==> config.mk <==
export PLATFORM = sky130hd
export DESIGN_NAME = vmem_write_scheduler
export DESIGN_NICKNAME = d
export VERILOG_FILES = /design/src/rtl/vmem_write_scheduler.sv
export SDC_FILE = /design/constraint.sdc
export NUM_CORES = 1
export LEC_CHECK = 0
export ABC_AREA = 0
export CELL_PAD_IN_SITES_DETAIL_PLACEMENT = 1
export CELL_PAD_IN_SITES_GLOBAL_PLACEMENT = 1
export CORE_MARGIN = 10
export CORE_UTILIZATION = 45
export DETAILED_ROUTE_END_ITERATION = 12
export PLACE_DENSITY = 0.78
export SLEW_MARGIN = 30
export SYNTH_ARGS = -nofsm -noshare
export SYNTH_HDL_FRONTEND = slang
export SYNTH_SLANG_ARGS = --single-unit
==> constraint.sdc <==
create_clock -name Clock -period 1.94 [get_ports Clock]
set_input_delay 0.291 -clock Clock [delete_from_list [all_inputs] [get_ports Clock]]
set_output_delay 0.291 -clock Clock [all_outputs]
set_load 0.1 [all_outputs]
==> src/rtl/vmem_write_scheduler.sv <==
// vmem_write_scheduler
// Arbitrates the single write port of the 1024x3 video memory between buffered
// CPU WVM writes (8-entry FIFO, strict priority) and a full-frame fill engine.
// Optional build macro: VMEM_BLANK_ONLY_EN -- when defined, writes are issued
// only while iBlank=1. When it is undefined, every cycle may carry a write.
// Handshake: CPU writes have no back-pressure. A strobe is accepted when the
// FIFO has room, or when it is full and pops in the same cycle. Otherwise the
// write is dropped and oCpuOverflow latches high.
module vmem_write_scheduler #(
   parameter int ADDR_W  = 10,
   parameter int DATA_W  = 3,
   parameter int LAST    = 1023,
   parameter int FIFO_AW = 3
) (
   input  logic                 Clock,
   input  logic                 Reset,
   input  logic                 iCpuWrite,
   input  logic [ADDR_W-1:0]    iCpuAddr,
   input  logic [DATA_W-1:0]    iCpuData,
   input  logic                 iFillStart,
   input  logic [DATA_W-1:0]    iFillColor,
   input  logic                 iBlank,
   output logic                 oVmemWrite,
   output logic [ADDR_W-1:0]    oVmemAddr,
   output logic [DATA_W-1:0]    oVmemData,
   output logic                 oFillBusy,
   output logic                 oFillDone,
   output logic                 oCpuOverflow,
   output logic [FIFO_AW:0]     oFifoLevel
);

   localparam int DEPTH   = 1 << FIFO_AW;
   localparam int ENTRY_W = ADDR_W + DATA_W;

   typedef enum logic [1:0] {
      ST_IDLE = 2'd0,
      ST_FILL = 2'd1,
      ST_DONE = 2'd2
   } state_t;

   state_t              state_q, state_d;
   logic [ADDR_W-1:0]   fill_cnt_q, fill_cnt_d;
   logic [DATA_W-1:0]   color_q, color_d;

   logic [ENTRY_W-1:0]  fifo_mem_q [DEPTH];
   logic [FIFO_AW-1:0]  wr_ptr_q, rd_ptr_q;
   logic [FIFO_AW:0]    level_q, level_d;
   logic                ovf_q, ovf_d;

   logic                vmem_write_q, vmem_write_d;
   logic [ADDR_W-1:0]   vmem_addr_q, vmem_addr_d;
   logic [DATA_W-1:0]   vmem_data_q, vmem_data_d;

   logic                eligible;
   logic                fifo_empty, fifo_full;
   logic                pop, push, fill_issue, fill_last;

`ifdef VMEM_BLANK_ONLY_EN
   assign eligible = iBlank;
`else
   logic blank_unused;
   assign blank_unused = iBlank;
   assign eligible     = 1'b1;
`endif

   assign fifo_empty = (level_q == '0);
   assign fifo_full  = (level_q == (FIFO_AW+1)'(DEPTH));
   // CPU entries always win the slot; the fill only uses slots the FIFO leaves idle.
   assign pop        = !fifo_empty && eligible;
   assign push       = iCpuWrite && (!fifo_full || pop);
   assign fill_issue = !pop && (state_q == ST_FILL) && eligible;
   assign fill_last  = (fill_cnt_q == ADDR_W'(LAST));

   // Next-state logic for the fill FSM, the FIFO bookkeeping and the write slot.
   always_comb begin
      state_d      = state_q;
      fill_cnt_d   = fill_cnt_q;
      color_d      = color_q;
      vmem_write_d = 1'b0;
      vmem_addr_d  = vmem_addr_q;
      vmem_data_d  = vmem_data_q;
      level_d      = level_q;
      ovf_d        = ovf_q | (iCpuWrite & fifo_full & !pop);

      unique case (state_q)
         ST_IDLE: begin
            if (iFillStart) begin
               state_d    = ST_FILL;
               fill_cnt_d = '0;
               color_d    = iFillColor;
            end
         end
         ST_FILL: begin
            // The counter holds at LAST so it never wraps.
            if (fill_issue) begin
               if (fill_last) state_d = ST_DONE;
               else           fill_cnt_d = fill_cnt_q + 1'b1;
            end
         end
         ST_DONE: state_d = ST_IDLE;
         default: state_d = ST_IDLE;
      endcase

      if (pop) begin
         vmem_write_d                = 1'b1;
         {vmem_addr_d, vmem_data_d}  = fifo_mem_q[rd_ptr_q];
      end else if (fill_issue) begin
         vmem_write_d = 1'b1;
         vmem_addr_d  = fill_cnt_q;
         vmem_data_d  = color_q;
      end

      case ({push, pop})
         2'b10:   level_d = level_q + 1'b1;
         2'b01:   level_d = level_q - 1'b1;
         default: level_d = level_q;
      endcase
   end

   // State, pointers and the registered write port; reset discards pending work.
   always_ff @(posedge Clock or posedge Reset) begin
      if (Reset) begin
         state_q      <= ST_IDLE;
         fill_cnt_q   <= '0;
         color_q      <= '0;
         wr_ptr_q     <= '0;
         rd_ptr_q     <= '0;
         level_q      <= '0;
         ovf_q        <= 1'b0;
         vmem_write_q <= 1'b0;
         vmem_addr_q  <= '0;
         vmem_data_q  <= '0;
      end else begin
         state_q      <= state_d;
         fill_cnt_q   <= fill_cnt_d;
         color_q      <= color_d;
         level_q      <= level_d;
         ovf_q        <= ovf_d;
         vmem_write_q <= vmem_write_d;
         vmem_addr_q  <= vmem_addr_d;
         vmem_data_q  <= vmem_data_d;
         if (push) wr_ptr_q <= wr_ptr_q + 1'b1;
         if (pop)  rd_ptr_q <= rd_ptr_q + 1'b1;
      end
   end

   // FIFO storage; contents are meaningless outside the occupied window, so no reset.
   always_ff @(posedge Clock) begin
      if (push) fifo_mem_q[wr_ptr_q] <= {iCpuAddr, iCpuData};
   end

   assign oVmemWrite   = vmem_write_q;
   assign oVmemAddr    = vmem_addr_q;
   assign oVmemData    = vmem_data_q;
   assign oFillBusy    = (state_q == ST_FILL);
   assign oFillDone    = (state_q == ST_DONE);
   assign oCpuOverflow = ovf_q;
   assign oFifoLevel   = level_q;

endmodule
### Word-level counts from Yosys, hierarchy flattened

Memories as Yosys holds them, arrays and structs flattened.
Cells that the tools add are included.

| word-level totals | value |
|---|---|
| memory bits (writable) | 104 |
| bits of input ports | 21 |
| flip-flop bits (word level) | 40 |
| output and inout bits | 21 |
| memories | 1 |

Memory list:

| memory | words | bits a word | read ports | clocked after Yosys merged registers in | write ports | line | RTL |
|---|---|---|---|---|---|---|---|
| fifo_mem_q | 8 | 13 | 1 | 0 | 1 | 45 | `logic [ENTRY_W-1:0] fifo_mem_q [DEPTH];` |

| operators by class | value |
|---|---|
| reductions and logical operators | 12 |
| bitwise logic cells | 3 |
| add/sub/neg operators | 5 |
| muxes and demuxes | 17 |
| equal/unequal tests | 11 |

Operators by type and width:

| cell | number |
|---|---|
| 10-bit two-way mux | 5 |
| 10-bit case mux with 2 select lines | 1 |
| 10-bit by 1-bit adder with 10-bit output (second input constant) | 1 |
| 10-bit equality test (second input constant) | 1 |
| 4-bit case mux with 2 select lines | 1 |
| 3-bit by 1-bit adder with 3-bit output (second input constant) | 2 |
| 2-bit two-way mux | 3 |
| 3-bit two-way mux | 2 |
| 2-bit by 1-bit != test with 1-bit output (second input constant) | 3 |
| 4-bit by 1-bit adder with 4-bit output (second input constant) | 1 |
| 2-bit by 1-bit equality test with 1-bit output (second input constant) | 2 |
| 2-bit equality test (second input constant) | 2 |
| 4-bit equality test (second input constant) | 1 |
| 4-bit zero test | 1 |
| 1-bit two-way mux | 4 |
| 2-bit != test (second input constant) | 2 |
| 2-bit case mux with 2 select lines | 1 |
| 4-bit AND reduction | 1 |
| 2-bit nonzero test | 2 |
| 4-bit by 1-bit subtractor with 4-bit output (second input constant) | 1 |
| 3-bit AND reduction | 1 |
| 1-bit bitwise AND | 2 |
| 1-bit logical AND | 2 |
| 1-bit zero test | 2 |
| 4 further kinds | 4 |

### Depth between registers and ports, before layout

| logic depth | value |
|---|---|
| depth in word-level cells | 6 |
| depth in mapped cells | 7 |
| gate-level depth less buffers | 7 |

### Least setup slack after synthesis

OpenSTA, ideal clock, no wires.

| timing | value |
|---|---|
| path kind | flip-flop to flip-flop |
| start point | register level_q[0] (netlist: oFifoLevel[0]) |
| end point | register level_q[2] (netlist: oFifoLevel[2]) |
| clock period less this slack | 2.328 ns |
| setup slack | -0.388 ns |
| cell stages (with the launch flop) | 8 |
| arrival time | 2.207 ns |
| path buffers | 0 |
| path through | dfrtp_1 > nor4_4 > nor3_1 > a21o_1 > ha_1 > o21ai_0 > o21ai_0 > a22o_1 |

| on the way | value |
|---|---|
| longest elaborated chain between the ends | 6 |
| elaborated cells on any way between the ends | 12 |
| classes of those cells | add/sub: 2; eq/ne: 3; mux: 1; reduce/logical: 6 |

RTL lines:

| what | line | RTL |
|---|---|---|
| from (decl) | 47 | `logic [FIFO_AW:0] level_q, level_d;` |
| from (signal assigned) | 137 | `level_q <= level_d;` |
| 4-bit equality test or 4-bit zero test (tied branches) | 67, 66 |  |
| 1-bit zero test (on tied branches) | 70, 69 |  |
| 1-bit logical OR | 70 | `assign push = iCpuWrite && (!fifo_full \|\| pop);` |
| 1-bit logical AND | 70 |  |
| 2-bit by 1-bit equality test with 1-bit output or 2-bit equality test (tied branches) | 113 | `case ({push, pop})` |
| 4-bit case mux with 2 select lines or 2-bit nonzero test (tied branches) | n/a |  |

Several ways; a longest one is shown, not always the timed one.
A chain may end at the register's enable or synchronous reset.

### Final worst setup path

Same ends and word-level chain as after synthesis.

==> flow_summary.json <==
{
  "slew_headroom_pct": 65.1,
  "timing.setup.tns_ns": 0,
  "syn_avg_cell_area_um2": 16.7,
  "grt_usage_pct": 16.1,
  "coreArea_um2": 12600,
  "maxSlewViolCount": 0,
  "initial_utilization_pct": 46.0,
  "final_nets": 451,
  "route.vias.total": 3389,
  "final_util_pct": 57.9,
  "place_ws_ns": -0.0279,
  "max_freq_ghz": 0.539,
  "grt_pass1_vias": 3794,
  "wl_met3_um": 580,
  "critPathLaunchType": "flop",
  "synth_fp_nets": 372,
  "fin_crit_sh_pct": 95.7,
  "rows": 41,
  "die-area_um2": 17900,
  "leakagePower_nw": 2.62,
  "io_buffers": 40,
  "grt_pass1_wl_um": 21800,
  "cts_buffers": 17,
  "syn2layout_area_growth_pct": 25.6,
  "htree_levels": 4,
  "die_w_um": 134,
  "clk_pin_slew_worst_paths_ns": 0.06,
  "dpl.hpwl_um": 8980,
  "die_h_um": 134,
  "top_layer_used": "met4",
  "path_buf_inv": 0,
  "cpPeakStageDelay_ns": 0.44,
  "ys_types": 39,
  "drtPass1Iterations": 5,
  "gp_congestion": 0.761,
  "whs_ns": 0.335,
  "setup.worst_path.end_class": "flop",
  "cts.sinks": 144,
  "netlist_instances": 347,
  "path_depth": 7,
  "drc_errors": 0,
  "via_per_inst": 5.55,
  "hp-class": "primary input to asynchronous set/reset pin",
  "path_class": "flop to flop",
  "maxCapViolCount": 0,
  "ys_async_sr_fraction_pct": 27.8,
  "ys_seq_area_share_pct": 71.0,
  "min_period_ns": 1.86,
  "hold_viol": 0,
  "cp_slowest_cell": "dfrtp_2",
  "p_per_area_nw_per_um2": 1730,
  "synthFlopType": "edfxtp_1",
  "wl_met1_um": 5840,
  "wl_met2_um": 7190,
  "cts_tree": "yes",
  "worst_ir_drop_vdd_uv": 760,
  "ys_seq_elements": 144,
  "drt_iter0_drc": 304,
  "worst_slack_ns": 0.0836,
  "grt_max_degree": 41,
  "critPathTopFamily": "compound AO/OA/AOI/OAI gates",
  "worst_pin_slew_ns": 0.524,
  "wirelength_um": 13800,
  "hold_buffers": 0,
  "clk_latency_ns": 0.43,
  "skew_ns": 0.0163,
  "status": "completed",
  "cp_cell_sequence": "nor4_4 -> nor3_1 -> a21o_1 -> ha_1 -> o21ai_1 -> o21ai_0 -> a22o_1",
  "antenna_found_initial": 0,
  "synth.cell_area_um2": 5810,
  "ff2ff_path_depth": 7,
  "diodes": 0,
  "crit_fanout": 4,
  "cts-root-buf": "clkbuf_16",
  "ant_nets": 0,
  "critPathRequiredTime_ns": 2.25,
  "ioPinCount": 42,
  "synth_edf_count": 104,
  "synth_warnings": 0,
  "r2r_slack_ns": 0.08,
  "rsz0062_at_grt": "yes",
  "drive_gt1_share_pct": 31.0,
  "setup_viol": 0,
  "wl_per_cell_um": 22.6,
  "arrival_ns": 2.17,
  "overflow": 0,
  "cts_buffer_depth": 2
}
## tightest hold or removal path, stage by stage
cell	delay, ns
clkdlybuf4s50_1	0.41
inv_1	0.06
buf_4	0.44
## final cells by class
class                   count  area, um2
clock buffers              18        429
clock inverters            14        144
fillers                  1178       5320
inverters                   6       26.3
multi-input cells         178       1610
flip-flops and latches    144       4130
well taps                 172        215
repair buffers             79        744
## registers in the layout, indices dropped and copies added, names as in the netlist
signal        cells
oCpuOverflow      1
color_q           3
rd_ptr_q          3
fifo_mem_q      104
wr_ptr_q          3
state_q           2
fill_cnt_q       10
oVmemWrite        1
oVmemData         3
oVmemAddr        10
oFifoLevel        4
## path summary, 6_finish.rpt
| check | startpoint | end |
|---|---|---|
| max | oFifoLevel[0] | oFifoLevel[2] |
| min | Reset | oVmemData[1] |
| max in group asynchronous | Reset | rd_ptr_q[0] |
| min reg2reg | oCpuOverflow | oCpuOverflow |
| min in group Clock | oCpuOverflow | oCpuOverflow |
| max reg2reg | oFifoLevel[0] | oFifoLevel[2] |
## per-stage QoR
stage	power [mW]	cell area (um2)	std cells
floorplan	7.81	5830	347
CTS	12.5	7180	600
global route	13.4	7300	611
detailed placement	9.35	6610	568
global placement	9.11	6610	568
finish	12.7	7300	611
## synth_stat cells (all sizes together) (7+ instances only)
master,count,area [um2]
a21oi,22,110
nor2,16,60.1
dfrtp,40,1000
a211oi,13,97.6
nand3,7,35.0
nor2b,14,87.6
mux4,26,586
nand2,13,48.8
mux2i,10,100
edfxtp,104,3120
o21ai,7,35.0
clkbuf,11,41.3
buf,8,57.6
## cells in the final DEF (no fill, tap or decap), types with 3 or more instances in the layout
cell type | Yosys | final
a211oi_1 | 13 | 9
a211oi_2 | 0 | 4
a21oi_1 | 22 | 22
a31oi_1 | 6 | 6
buf_12 | 0 | 8
buf_4 | 2 | 51
clkbuf_16 | 0 | 17
clkdlybuf4s50_1 | 0 | 19
clkinv_2 | 0 | 3
clkinv_4 | 0 | 4
clkinvlp_4 | 0 | 5
dfrtp_1 | 40 | 35
dfrtp_2 | 0 | 5
edfxtp_1 | 104 | 104
ha_1 | 4 | 4
inv_1 | 6 | 5
mux2_2 | 4 | 4
mux2i_1 | 10 | 10
mux4_2 | 26 | 26
nand2_1 | 13 | 13
nand2b_1 | 6 | 6
nand3_1 | 7 | 7
nor2_1 | 16 | 16
nor2b_1 | 14 | 13
nor3_1 | 6 | 4
o21ai_0 | 5 | 4
o21ai_1 | 2 | 3
xnor2_1 | 3 | 3
## what timing repair did
item | 4_1_cts | 5_1_grt
setup buffers | 0 | 11
endpoints found under the hold margin | 0 | 0
resized for setup | 0 | 8
setup endpoints to repair | 0 | 16
## layer usage
layer / global-route usage, % / vias to the layer above
met5: 0 / -
met4: 5.44 / 0
met3: 5.08 / 16
met2: 27.7 / 74
met1: 18.5 / 1781
li1: - / 1518
## cell families (layout without fill, tap and decap cells)
| kind of cell | count (synthesis) | after routing | share of synthesized area (%) |
|---|---|---|---|
| multiplexers | 40 | 40 | 12.6 |
| flip-flops | 144 | 144 | 71.0 |
| buffers and inverters | 25 | 117 | 2.09 |
| AND/OR/NAND/NOR | 69 | 69 | 6.20 |
| AO/OA/AOI/OAI | 60 | 60 | 6.55 |
| XOR/XNOR | 5 | 5 | 0.754 |
| adder cells (fa/ha/maj) | 4 | 4 | 0.861 |
## where the power goes
group | switching [mW] | internal, mW | total [mW]
combinational | 3.17 | 1.91 | 5.08
sequential | 0.439 | 4.02 | 4.46
clock | 1.24 | 1.88 | 3.12
Power figures use the tool's default switching activity.
